`src/rtl/srt_div_pkg.sv`:
```
// Shared types and constants for the iterative SRT divider.
// Build option: SRT_DIV_EARLY_TERM_EN (see srt_div_iter.sv).
package srt_div_pkg;

  typedef enum logic [2:0] {
    IDLE = 3'd0,
    PREP = 3'd1,
    ITER = 3'd2,
    FIX  = 3'd3,
    DONE = 3'd4
  } state_t;

  // Widest operand the constant helpers can describe.
  localparam int unsigned MAX_W = 256;

  // Quotient returned on divide-by-zero: all ones in the low w bits.
  function automatic logic [MAX_W-1:0] dbz_quotient(input int unsigned w);
    logic [MAX_W-1:0] ones;
    ones = '1;
    return ones >> (MAX_W - w);
  endfunction

  // Most negative two's-complement value at width w.
  function automatic logic [MAX_W-1:0] signed_min(input int unsigned w);
    logic [MAX_W-1:0] one;
    one = MAX_W'(1);
    return one << (w - 1);
  endfunction

endpackage

```
`src/rtl/srt_lzc.sv`:
```
// Leading-zero counter, purely combinational. An all-zero input yields WIDTH.
module srt_lzc
  import srt_div_pkg::*;
#(
  parameter int unsigned WIDTH = 32,
  parameter int unsigned CNT_W = $clog2(WIDTH + 1)
) (
  input  logic [WIDTH-1:0] value,
  output logic [CNT_W-1:0] count
);

  // Scan upward; the highest set bit is the last one to write the count.
  always_comb begin
    count = CNT_W'(WIDTH);
    for (int unsigned i = 0; i < WIDTH; i++) begin
      if (value[i]) count = CNT_W'(WIDTH - 1 - i);
    end
  end

endmodule

```
`src/rtl/srt_div_iter.sv`:
```
// Iterative radix-2 SRT divider, quotient digits {-1,+1}, final correction.
// Build option: SRT_DIV_EARLY_TERM_EN skips the leading quotient bits that are
// known to be zero, so ITER runs only lz(|divisor|)-lz(|dividend|)+1 cycles.
module srt_div_iter
  import srt_div_pkg::*;
#(
  parameter int unsigned WIDTH = 32,
  parameter int unsigned CNT_W = $clog2(WIDTH + 1)
) (
  input  logic             clock,
  input  logic             reset,
  input  logic             kill,
  output logic             input_ready,
  input  logic             input_valid,
  input  logic [WIDTH-1:0] input_bits_dividend,
  input  logic [WIDTH-1:0] input_bits_divisor,
  input  logic             input_bits_signed,
  input  logic             output_ready,
  output logic             output_valid,
  output logic [WIDTH-1:0] output_bits_quotient,
  output logic [WIDTH-1:0] output_bits_remainder,
  output logic             output_bits_div_by_zero
);

  localparam logic [WIDTH-1:0] DBZ_Q = WIDTH'(dbz_quotient(WIDTH));
  localparam logic [WIDTH-1:0] S_MIN = WIDTH'(signed_min(WIDTH));

  state_t           state;
  logic [WIDTH-1:0] dvd, dvs;      // operands as presented
  logic [WIDTH-1:0] a_sh;          // |dividend| bits still to be shifted in
  logic [WIDTH-1:0] b;             // |divisor|
  logic [WIDTH-1:0] q;             // digit accumulator, q = 2q + d
  logic [WIDTH:0]   p;             // signed partial remainder
  logic [CNT_W-1:0] cnt;
  logic             is_signed, sign_q, sign_r;

  logic             neg_a, neg_b;
  logic [WIDTH-1:0] abs_a, abs_b;
  logic [WIDTH:0]   p_sh, p_step;
  logic [WIDTH-1:0] q_sh, q_step, q_fix, r_fix;

  assign input_ready = (state == IDLE) && !kill && reset;

  // Operand magnitudes, one non-restoring step, and the final correction.
  always_comb begin
    neg_a = is_signed & dvd[WIDTH-1];
    neg_b = is_signed & dvs[WIDTH-1];
    abs_a = neg_a ? -dvd : dvd;
    abs_b = neg_b ? -dvs : dvs;
    p_sh  = {p[WIDTH-1:0], a_sh[WIDTH-1]};
    q_sh  = {q[WIDTH-2:0], 1'b0};
    if (p[WIDTH]) begin
      p_step = p_sh + {1'b0, b};
      q_step = q_sh - WIDTH'(1);
    end else begin
      p_step = p_sh - {1'b0, b};
      q_step = q_sh | WIDTH'(1);
    end
    r_fix = p[WIDTH] ? p[WIDTH-1:0] + b : p[WIDTH-1:0];
    q_fix = p[WIDTH] ? q - WIDTH'(1) : q;
  end

`ifdef SRT_DIV_EARLY_TERM_EN
  logic [CNT_W-1:0] lz_a, lz_b, shift;

  srt_lzc #(.WIDTH(WIDTH), .CNT_W(CNT_W)) u_lzc_a (.value(abs_a), .count(lz_a));
  srt_lzc #(.WIDTH(WIDTH), .CNT_W(CNT_W)) u_lzc_b (.value(abs_b), .count(lz_b));

  assign shift = lz_b - lz_a;
`endif

  // Control FSM and datapath registers; kill overrides every other transition.
  always_ff @(posedge clock or negedge reset) begin
    if (!reset) begin
      state                   <= IDLE;
      dvd                     <= '0;
      dvs                     <= '0;
      is_signed               <= 1'b0;
      sign_q                  <= 1'b0;
      sign_r                  <= 1'b0;
      a_sh                    <= '0;
      b                       <= '0;
      q                       <= '0;
      p                       <= '0;
      cnt                     <= '0;
      output_valid            <= 1'b0;
      output_bits_quotient    <= '0;
      output_bits_remainder   <= '0;
      output_bits_div_by_zero <= 1'b0;
    end else if (kill) begin
      state        <= IDLE;
      output_valid <= 1'b0;
    end else begin
      unique case (state)
        IDLE: begin
          if (input_valid) begin
            dvd       <= input_bits_dividend;
            dvs       <= input_bits_divisor;
            is_signed <= input_bits_signed;
            state     <= PREP;
          end
        end
        PREP: begin
          sign_q <= neg_a ^ neg_b;
          sign_r <= neg_a;
          b      <= abs_b;
          q      <= '0;
          if (dvs == '0) begin
            output_bits_quotient    <= DBZ_Q;
            output_bits_remainder   <= dvd;
            output_bits_div_by_zero <= 1'b1;
            output_valid            <= 1'b1;
            state                   <= DONE;
          end else if (is_signed && dvd == S_MIN && dvs == '1) begin
            output_bits_quotient    <= S_MIN;
            output_bits_remainder   <= '0;
            output_bits_div_by_zero <= 1'b0;
            output_valid            <= 1'b1;
            state                   <= DONE;
          end
`ifdef SRT_DIV_EARLY_TERM_EN
          else if (abs_a < abs_b) begin
            output_bits_quotient    <= '0;
            output_bits_remainder   <= dvd;
            output_bits_div_by_zero <= 1'b0;
            output_valid            <= 1'b1;
            state                   <= DONE;
          end else begin
            // The top bits of |dividend| form a restoring remainder below
            // |divisor|, so iteration starts from it with shift+1 bits left.
            cnt   <= shift + CNT_W'(1);
            p     <= {1'b0, abs_a >> (shift + CNT_W'(1))};
            a_sh  <= abs_a << (CNT_W'(WIDTH - 1) - shift);
            state <= ITER;
          end
`else
          else begin
            cnt   <= CNT_W'(WIDTH);
            p     <= '0;
            a_sh  <= abs_a;
            state <= ITER;
          end
`endif
        end
        ITER: begin
          p    <= p_step;
          q    <= q_step;
          a_sh <= {a_sh[WIDTH-2:0], 1'b0};
          cnt  <= cnt - CNT_W'(1);
          if (cnt == CNT_W'(1)) state <= FIX;
        end
        FIX: begin
          output_bits_quotient    <= sign_q ? -q_fix : q_fix;
          output_bits_remainder   <= sign_r ? -r_fix : r_fix;
          output_bits_div_by_zero <= 1'b0;
          output_valid            <= 1'b1;
          state                   <= DONE;
        end
        DONE: begin
          if (output_ready) begin
            output_valid <= 1'b0;
            state        <= IDLE;
          end
        end
        default: state <= IDLE;
      endcase
    end
  end

endmodule

```
`config.mk`:
```
export PLATFORM = sky130hd
export DESIGN_NAME = srt_div_iter
export DESIGN_NICKNAME = d
export VERILOG_FILES = /design/src/rtl/srt_div_pkg.sv /design/src/rtl/srt_lzc.sv /design/src/rtl/srt_div_iter.sv
export SDC_FILE = /design/constraint.sdc
export NUM_CORES = 1
export LEC_CHECK = 0
export ABC_AREA = 1
export BUFFER_PORTS_ARGS = -buffer_cell sky130_fd_sc_hd__buf_2
export CORE_ASPECT_RATIO = 0.6
export CORE_UTILIZATION = 40
export CTS_BUF_LIST = sky130_fd_sc_hd__clkbuf_8
export DETAILED_ROUTE_END_ITERATION = 16
export GPL_TIMING_DRIVEN = 0
export PLACE_DENSITY_LB_ADDON = 0.1
export SETUP_SLACK_MARGIN = 0.3
export SLEW_MARGIN = 10
export SYNTH_ARGS = -nofsm -noshare
export SYNTH_HDL_FRONTEND = slang
export SYNTH_SLANG_ARGS = --single-unit
```
`constraint.sdc`:
```
create_clock -name clock -period 4.09 [get_ports clock]
set_clock_uncertainty 0.05 [all_clocks]
set_input_delay 1.0225 -clock clock [delete_from_list [all_inputs] [get_ports clock]]
set_output_delay 1.0225 -clock clock [all_outputs]
set_load 0.02 [all_outputs]
```
==> run metrics, run 1 <==
Final Hold Vio Count=0; area growth from synthesis to layout=18.8%; first-pass GRT wire length=127,000 um; Worst IR Drop VDD=0.323 mV; worst r2r src=b[10]; Ys Warns=0; CP Launch Type=register; Final nets=3,429; die width=293 um; Final setup viols=0; GPL Wtd Cong=1.02; Vias=21.8k; register area share after synthesis=33.4%; maxcap violations=0; CTS Buf Count=47; Placed Cells=3,875; post-synthesis instance total=3,054; Setup WS post-layout=0.171 ns; syn nets=3,198; # DRC=0; filler instances=5,201; cts hold-fix bufs=0; H-tree Lvls=2; Pre-Repair DR Iteration Count=5; # diodes=0; Power Dens Cells=961 mW/mm2; num ports=137; RSZ-0062 raised after global routing=yes; wire per inst=21.6 um; floorplan core area=0.0497 mm2; Post-synth EDFFs=0; Non-Filler Instances=4,002; Worst Max-Slew Pin Slew=1.22 ns; #FFs+latches synth=271; Total Routed Length=86,600 um; vias per std cell=5.46; CTS tree=yes; crit end category=register; r2r worst-path depth=19; Final Power=23.2 mW; vias in the first global route=20.4k; ratio of cells with drive above 1 in the final layout=15.1%; clk root buf=clkbuf_8; mapped cell area=0.0203 mm2; Worst Setup EP=p[32]; minimum clock period=3.92 ns; Max Fclk=255 MHz; number of I/O port buffers=136; initial antenna violation count=3; row count=63; run status=finished clean; Critical Path Start=b[10]; CP Max Fanout=5; all-layer global routing usage=33.1%; Num Clock Sinks=271; grt total ovfl=0; drt initial violations=2,441; maximum number of pins on one net before global-route repair=96; antenna viol nets, final=0; DP Wirelength=68,500 um; footprint of the multi-input gates=0.0124 mm2; reg2reg setup slack=0.17 ns; crit share post-route=95.8%; Sequential Area=0.00679 mm2; die height=176 um; Hold Crit Class=in -> async; Slew Limit Fails=0; Synth cell types=57; Avg Cell Area, Syn=6.64 um2; Slew headroom=18.5%; die area=0.0516 mm2; Initial Util=40.8%; Reg-to-Reg End=p[32]; Worst EP required=4.62 ns; pre-CTS setup slack=-1.65 ns; Crit Path Category=reg -> reg; WP data arrival=4.45 ns; leakage power=12.5 nW; Post-synth top flop=dfrtp_1; worst skew pair latency=0.65 ns; clock tree buffer depth=3; Reg clk slew, reported paths=0.09 ns; FFs w/ async S/R, synth=100%
[worst max-delay path: stages, from the launching register on]
cell	delay, ns
dfrtp_2	0.48
nor2_4	0.17
inv_2	0.07
nor3_4	0.21
and3_4	0.25
nand2_4	0.06
nor3_4	0.22
nand3_2	0.15
nor2_4	0.17
nand3_4	0.10
o31ai_4	0.36
xnor2_2	0.19
ha_4	0.26
inv_4	0.08
o21ai_2	0.06
a22o_1	0.23
nor4_4	0.34
a21o_1	0.17
nand3_2	0.13
o21ai_1	0.14
[through the flow]
stage	cell area, um2	hold WS (ns)	setup TNS, ns	utilization, %
2_1_floorplan	20300	0.392	0	-
3_5_place_dp	21900	0.409	-28.35	44.0
4_1_cts	23500	0.0961	0	47.2
3_3_place_gp	21800	0.405	-950.08	43.8
6_report	24100	0.120	0	48.4
5_1_grt	24100	0.123	0	48.4
[cell usage in the layout (no fill, tap or decap), types with 12 or more instances in the layout]
cell and n:
nand3_2 17, nand3_1 260, nor3_1 41, or2_2 12
mux2_2 17, o21ai_0 125, o22ai_1 36, nand4_1 39
xnor2_1 14, nand2_1 854, dfrtp_1 265, a21oi_1 126
inv_1 425, buf_2 148, clkbuf_8 53, xor2_1 108
ha_1 55, clkbuf_1 51, nor2_1 304, buf_4 42
o21ai_1 23, nor2_2 21, nand2_2 39, o211ai_1 23
[flip-flops by register name, summed over array words and instances (netlist names)]
signal	cells
state	3
output_valid	1
dvs	32
b	32
output_bits_quotient	32
cnt	6
output_bits_div_by_zero	1
p	33
dvd	32
q	32
is_signed	1
output_bits_remainder	32
sign_q	1
sign_r	1
a_sh	32
[worst min-delay path by stage]
stage,from,end,depth (start not counted)
2_1_floorplan,a_sh[10],a_sh[10],2
3_3_place_gp,a_sh[7],a_sh[7],2
3_5_place_dp,a_sh[10],a_sh[10],2
4_1_cts,reset,p[30],1
5_1_grt,reset,p[30],1
6_report,reset,p[30],1
[layer usage]
layer  share of wire (%)  global-route usage (%)  vias to the layer above
met4                 2.8                    9.58                        4
met1                  49                    51.7                    10400
met5               0.032                       0                        -
met2                  36                    41.0                     1043
met3                  12                    11.5                      125
li1                    -                       -                    10300
[cells by family after synthesis]
logic type / Yosys count / share of synthesized area (%)
compound gates: 409 / 11.4
buf+inv: 507 / 9.58
fa+ha+maj: 74 / 4.64
simple gates: 1649 / 34.4
mux: 17 / 0.944
flops: 271 / 33.4
xor+xnor: 127 / 5.56
[cell type report]
| type | count | area share (%) |
|---|---|---|
| Multi-Input combinational cell | 2276 | 51.3 |
| Sequential cell | 271 | 28.2 |
| Inverter | 420 | 6.57 |
| Timing Repair Buffer | 182 | 4.64 |
| Tap cell | 682 | 3.54 |
| Clock buffer | 53 | 3.03 |
| Buffer | 87 | 2.05 |
| Clock inverter | 31 | 0.712 |
[Yosys cell counts, types with 8 or more instances]
master / n / area (um2)
a21oi_1: 142 / 711
a31oi_1: 13 / 81.3
buf_1: 14 / 52.6
buf_2: 16 / 80.1
clkbuf_1: 53 / 199
dfrtp_1: 271 / 6780
ha_1: 72 / 901
inv_1: 409 / 1540
inv_2: 8 / 30.0
mux2_2: 17 / 191
nand2_1: 885 / 3320
nand2_2: 12 / 75.1
nand3_1: 279 / 1400
nand4_1: 39 / 244
nor2_1: 318 / 1190
nor2_2: 14 / 87.6
nor3_1: 49 / 245
nor4_1: 14 / 87.6
o211ai_1: 23 / 173
o21ai_0: 144 / 721
o21ai_1: 10 / 50.1
o21bai_1: 9 / 67.6
o22ai_1: 36 / 225
or2_2: 12 / 75.1
xnor2_1: 15 / 131
xor2_1: 110 / 963
[timing repair]
item	in CTS	in global routing
buffers inserted	20	22
resized for setup	131	110
cloned	0	1
pin swaps	28	44
endpoints found under the setup margin	34	36
[power by group]
group          internal [mW]  switching, mW
Clock                   1.26           1.31
Sequential              3.81           1.70
Combinational           4.98           10.1
Note: power is estimated with default switching activity, not from simulation.
==> run 2, diff against run 1 <==
Settings changed: BUFFER_PORTS_ARGS -buffer_cell sky130_fd_sc_hd__buf_2 to default, DONT_BUFFER_PORTS from default to 1.
==> run 2 against run 1 <==
Combinational power decreased by 7%. Highest routed layer is now met4. Register-to-register slack better by 0.15 ns. Power is 3.1% lower. Sequential power up 7.3%.
==> run metrics, run 2 (synthesis results as in run 1) <==
run status=finished clean (unchanged); DP Wirelength=67,100 um (was 68,500 um); WP data arrival=4.17 ns (was 4.45 ns); Max Fclk=266 MHz (was 255 MHz); worst hold slack=0.103 ns (was 0.120 ns); area growth from synthesis to layout=14.2% (was 18.8%); grt total ovfl=0 (unchanged); maxcap violations=0 (unchanged); CP Launch Type=register (unchanged); crit end category=register (unchanged); floorplan core area=0.0497 mm2 (unchanged); first-pass GRT wire length=123,000 um (was 127,000 um); Power Dens Cells=970 mW/mm2 (was 961 mW/mm2); vias in the first global route=18.9k (was 20.4k); Pre-Repair DR Iteration Count=6 (was 5); die area=0.0516 mm2 (unchanged); row count=63 (unchanged); clock tree buffer depth=3 (unchanged); CTS tree=yes (unchanged); largest register by flop count=p (unchanged); die height=176 um (unchanged); r2r worst-path depth=24 (was 19); minimum clock period=3.77 ns (was 3.92 ns); die width=293 um (unchanged); RSZ-0062 raised after global routing=yes (unchanged); H-tree Lvls=2 (unchanged); leakage power=11.7 nW (was 12.5 nW); num ports=137 (unchanged); crit share post-route=92.1% (was 95.8%); # DRC=0 (unchanged); Worst EP required=4.50 ns (was 4.62 ns); drt initial violations=2,643 (was 2,441); Slew Limit Fails=0 (unchanged); Total Routed Length=84,100 um (was 86,600 um); Initial Util=40.8% (unchanged); Final Hold Vio Count=0 (unchanged); number of I/O port buffers=0 (was 136); GPL Wtd Cong=1.03 (was 1.02); Crit Path Category=reg -> reg (unchanged); CTS Buf Count=45 (was 47); Hold Crit Class=in -> async (unchanged); Vias=21.3k (was 21.8k); Worst Max-Slew Pin Slew=1.15 ns (was 1.22 ns); most frequent cells in the layout=nand2_1, inv_1, nor2_1 (unchanged); number of flip-flops in the largest register=33 (unchanged); Reg clk slew, reported paths=0.07 ns (was 0.09 ns); initial antenna violation count=2 (was 3); footprint of the multi-input gates=0.0122 mm2 (was 0.0124 mm2); Worst IR Drop VDD=0.400 mV (was 0.323 mV); Final nets=3,286 (was 3,429); maximum number of pins on one net before global-route repair=273 (was 96); Num Clock Sinks=271 (unchanged); filler instances=5,154 (was 5,201); most common cell after layout, fill and taps aside=nand2_1 (unchanged); ratio of cells with drive above 1 in the final layout=11.1% (was 15.1%); Slew headroom=23.4% (was 18.5%); Final setup viols=0 (unchanged); cts hold-fix bufs=0 (unchanged); Sequential Area=0.00679 mm2 (about the same); clk root buf=clkbuf_8 (unchanged); worst skew pair latency=0.61 ns (was 0.65 ns); # diodes=0 (unchanged); CP Max Fanout=4 (was 5); vias per std cell=5.52 (was 5.46); wire per inst=21.8 um (was 21.6 um); Final Power=22.4 mW (was 23.2 mW); all-layer global routing usage=32.1% (was 33.1%); antenna viol nets, final=0 (unchanged)
==> run 2: changes by cell type in the layout (fill, tap and decap cells not counted), moves of 6 or more <==
cell / change
a21oi_1: -7
a21oi_2: +11
buf_2: -135
inv_1: -10
nand2_1: +12
nand2_2: -8
nand3_1: +6
==> run 2: worst paths after layout <==
| kind | startpoint | to | slack, ns |
|---|---|---|---|
| min in group clock | a_sh[11] | a_sh[11] | 0.42 |
| max in group asynchronous | reset | b[11] | 2.94 |
| worst min register to register | a_sh[11] | a_sh[11] | 0.42 |
| worst max-delay path | b[0] | p[28] | 0.32 |
| worst min-delay path | reset | q[0] | 0.10 |
| worst max register to register | b[0] | p[28] | 0.32 |
==> run 2: final cells by class <==
| cell class | count | share of cell area (%) |
|---|---|---|
| inverter | 420 | 6.84 |
| multi-input combinational | 2276 | 52.9 |
| clock inverter | 21 | 0.568 |
| clock buffer | 54 | 3.21 |
| timing repair buffer | 41 | 1.35 |
| tap | 682 | 3.69 |
| sequential | 271 | 29.3 |
| buffer | 87 | 2.13 |
==> run 2: per-layer routing <==
metal	routed length (um)	share of wire (%)	global-route usage, %	vias to the layer above
met5	0	0	0	-
met4	1580	1.9	6.09	0
met3	9850	12	8.33	104
met2	30500	36	40.2	984
met1	42200	50	52.8	10100
li1	-	-	-	10000
==> run 2: timing repair <==
| item | 4_1_cts | 5_1_grt |
|---|---|---|
| setup buffers | 16 | 25 |
| pin swaps | 26 | 49 |
| gates resized for setup | 95 | 127 |
| setup endpoints to repair | 33 | 27 |
| endpoints found under the hold margin | 0 | 0 |
==> run 2: where the power goes <==
| group | switching, mW | internal (mW) | total (mW) | leakage, nW |
|---|---|---|---|---|
| registers | 2.10 | 3.80 | 5.91 | 3.42 |
| logic | 9.36 | 4.68 | 14.0 | 7.82 |
| clock network | 1.23 | 1.26 | 2.49 | 0.499 |
| total | 12.7 | 9.74 | 22.4 | 11.7 |
==> run 2: worst max-delay path: stages, from the launching register on <==
cell,delay (ns)
dfrtp_1,0.42
inv_2,0.12
ha_4,0.15
nand3_4,0.09
nor3_4,0.15
nand2_2,0.12
nor2_4,0.12
nand3_2,0.11
nor3_4,0.18
nand3_2,0.12
nor2_4,0.13
nor2_1,0.06
xor2_1,0.17
ha_1,0.43
nand2_2,0.13
nor2_4,0.14
inv_2,0.07
o221ai_2,0.19
inv_2,0.08
nand3_2,0.12
nand2_1,0.07
nand2_1,0.08
a21oi_1,0.06
o21ai_1,0.18
o21ai_1,0.10
==> run 2: stage by stage <==
step	worst slack (ns)	util, %	cell area (um2)	setup TNS [ns]	std cells
5_1_grt	0.157	46.5	23100	0	3852
6_report	0.325	46.5	23100	0	3852
4_1_cts	0.231	45.2	22500	0	3827
3_5_place_dp	-1.43	42.5	21100	-27.90	3736
2_1_floorplan	0.501	-	20300	0	3054
3_3_place_gp	-1.39	42.5	21100	-26.42	3736
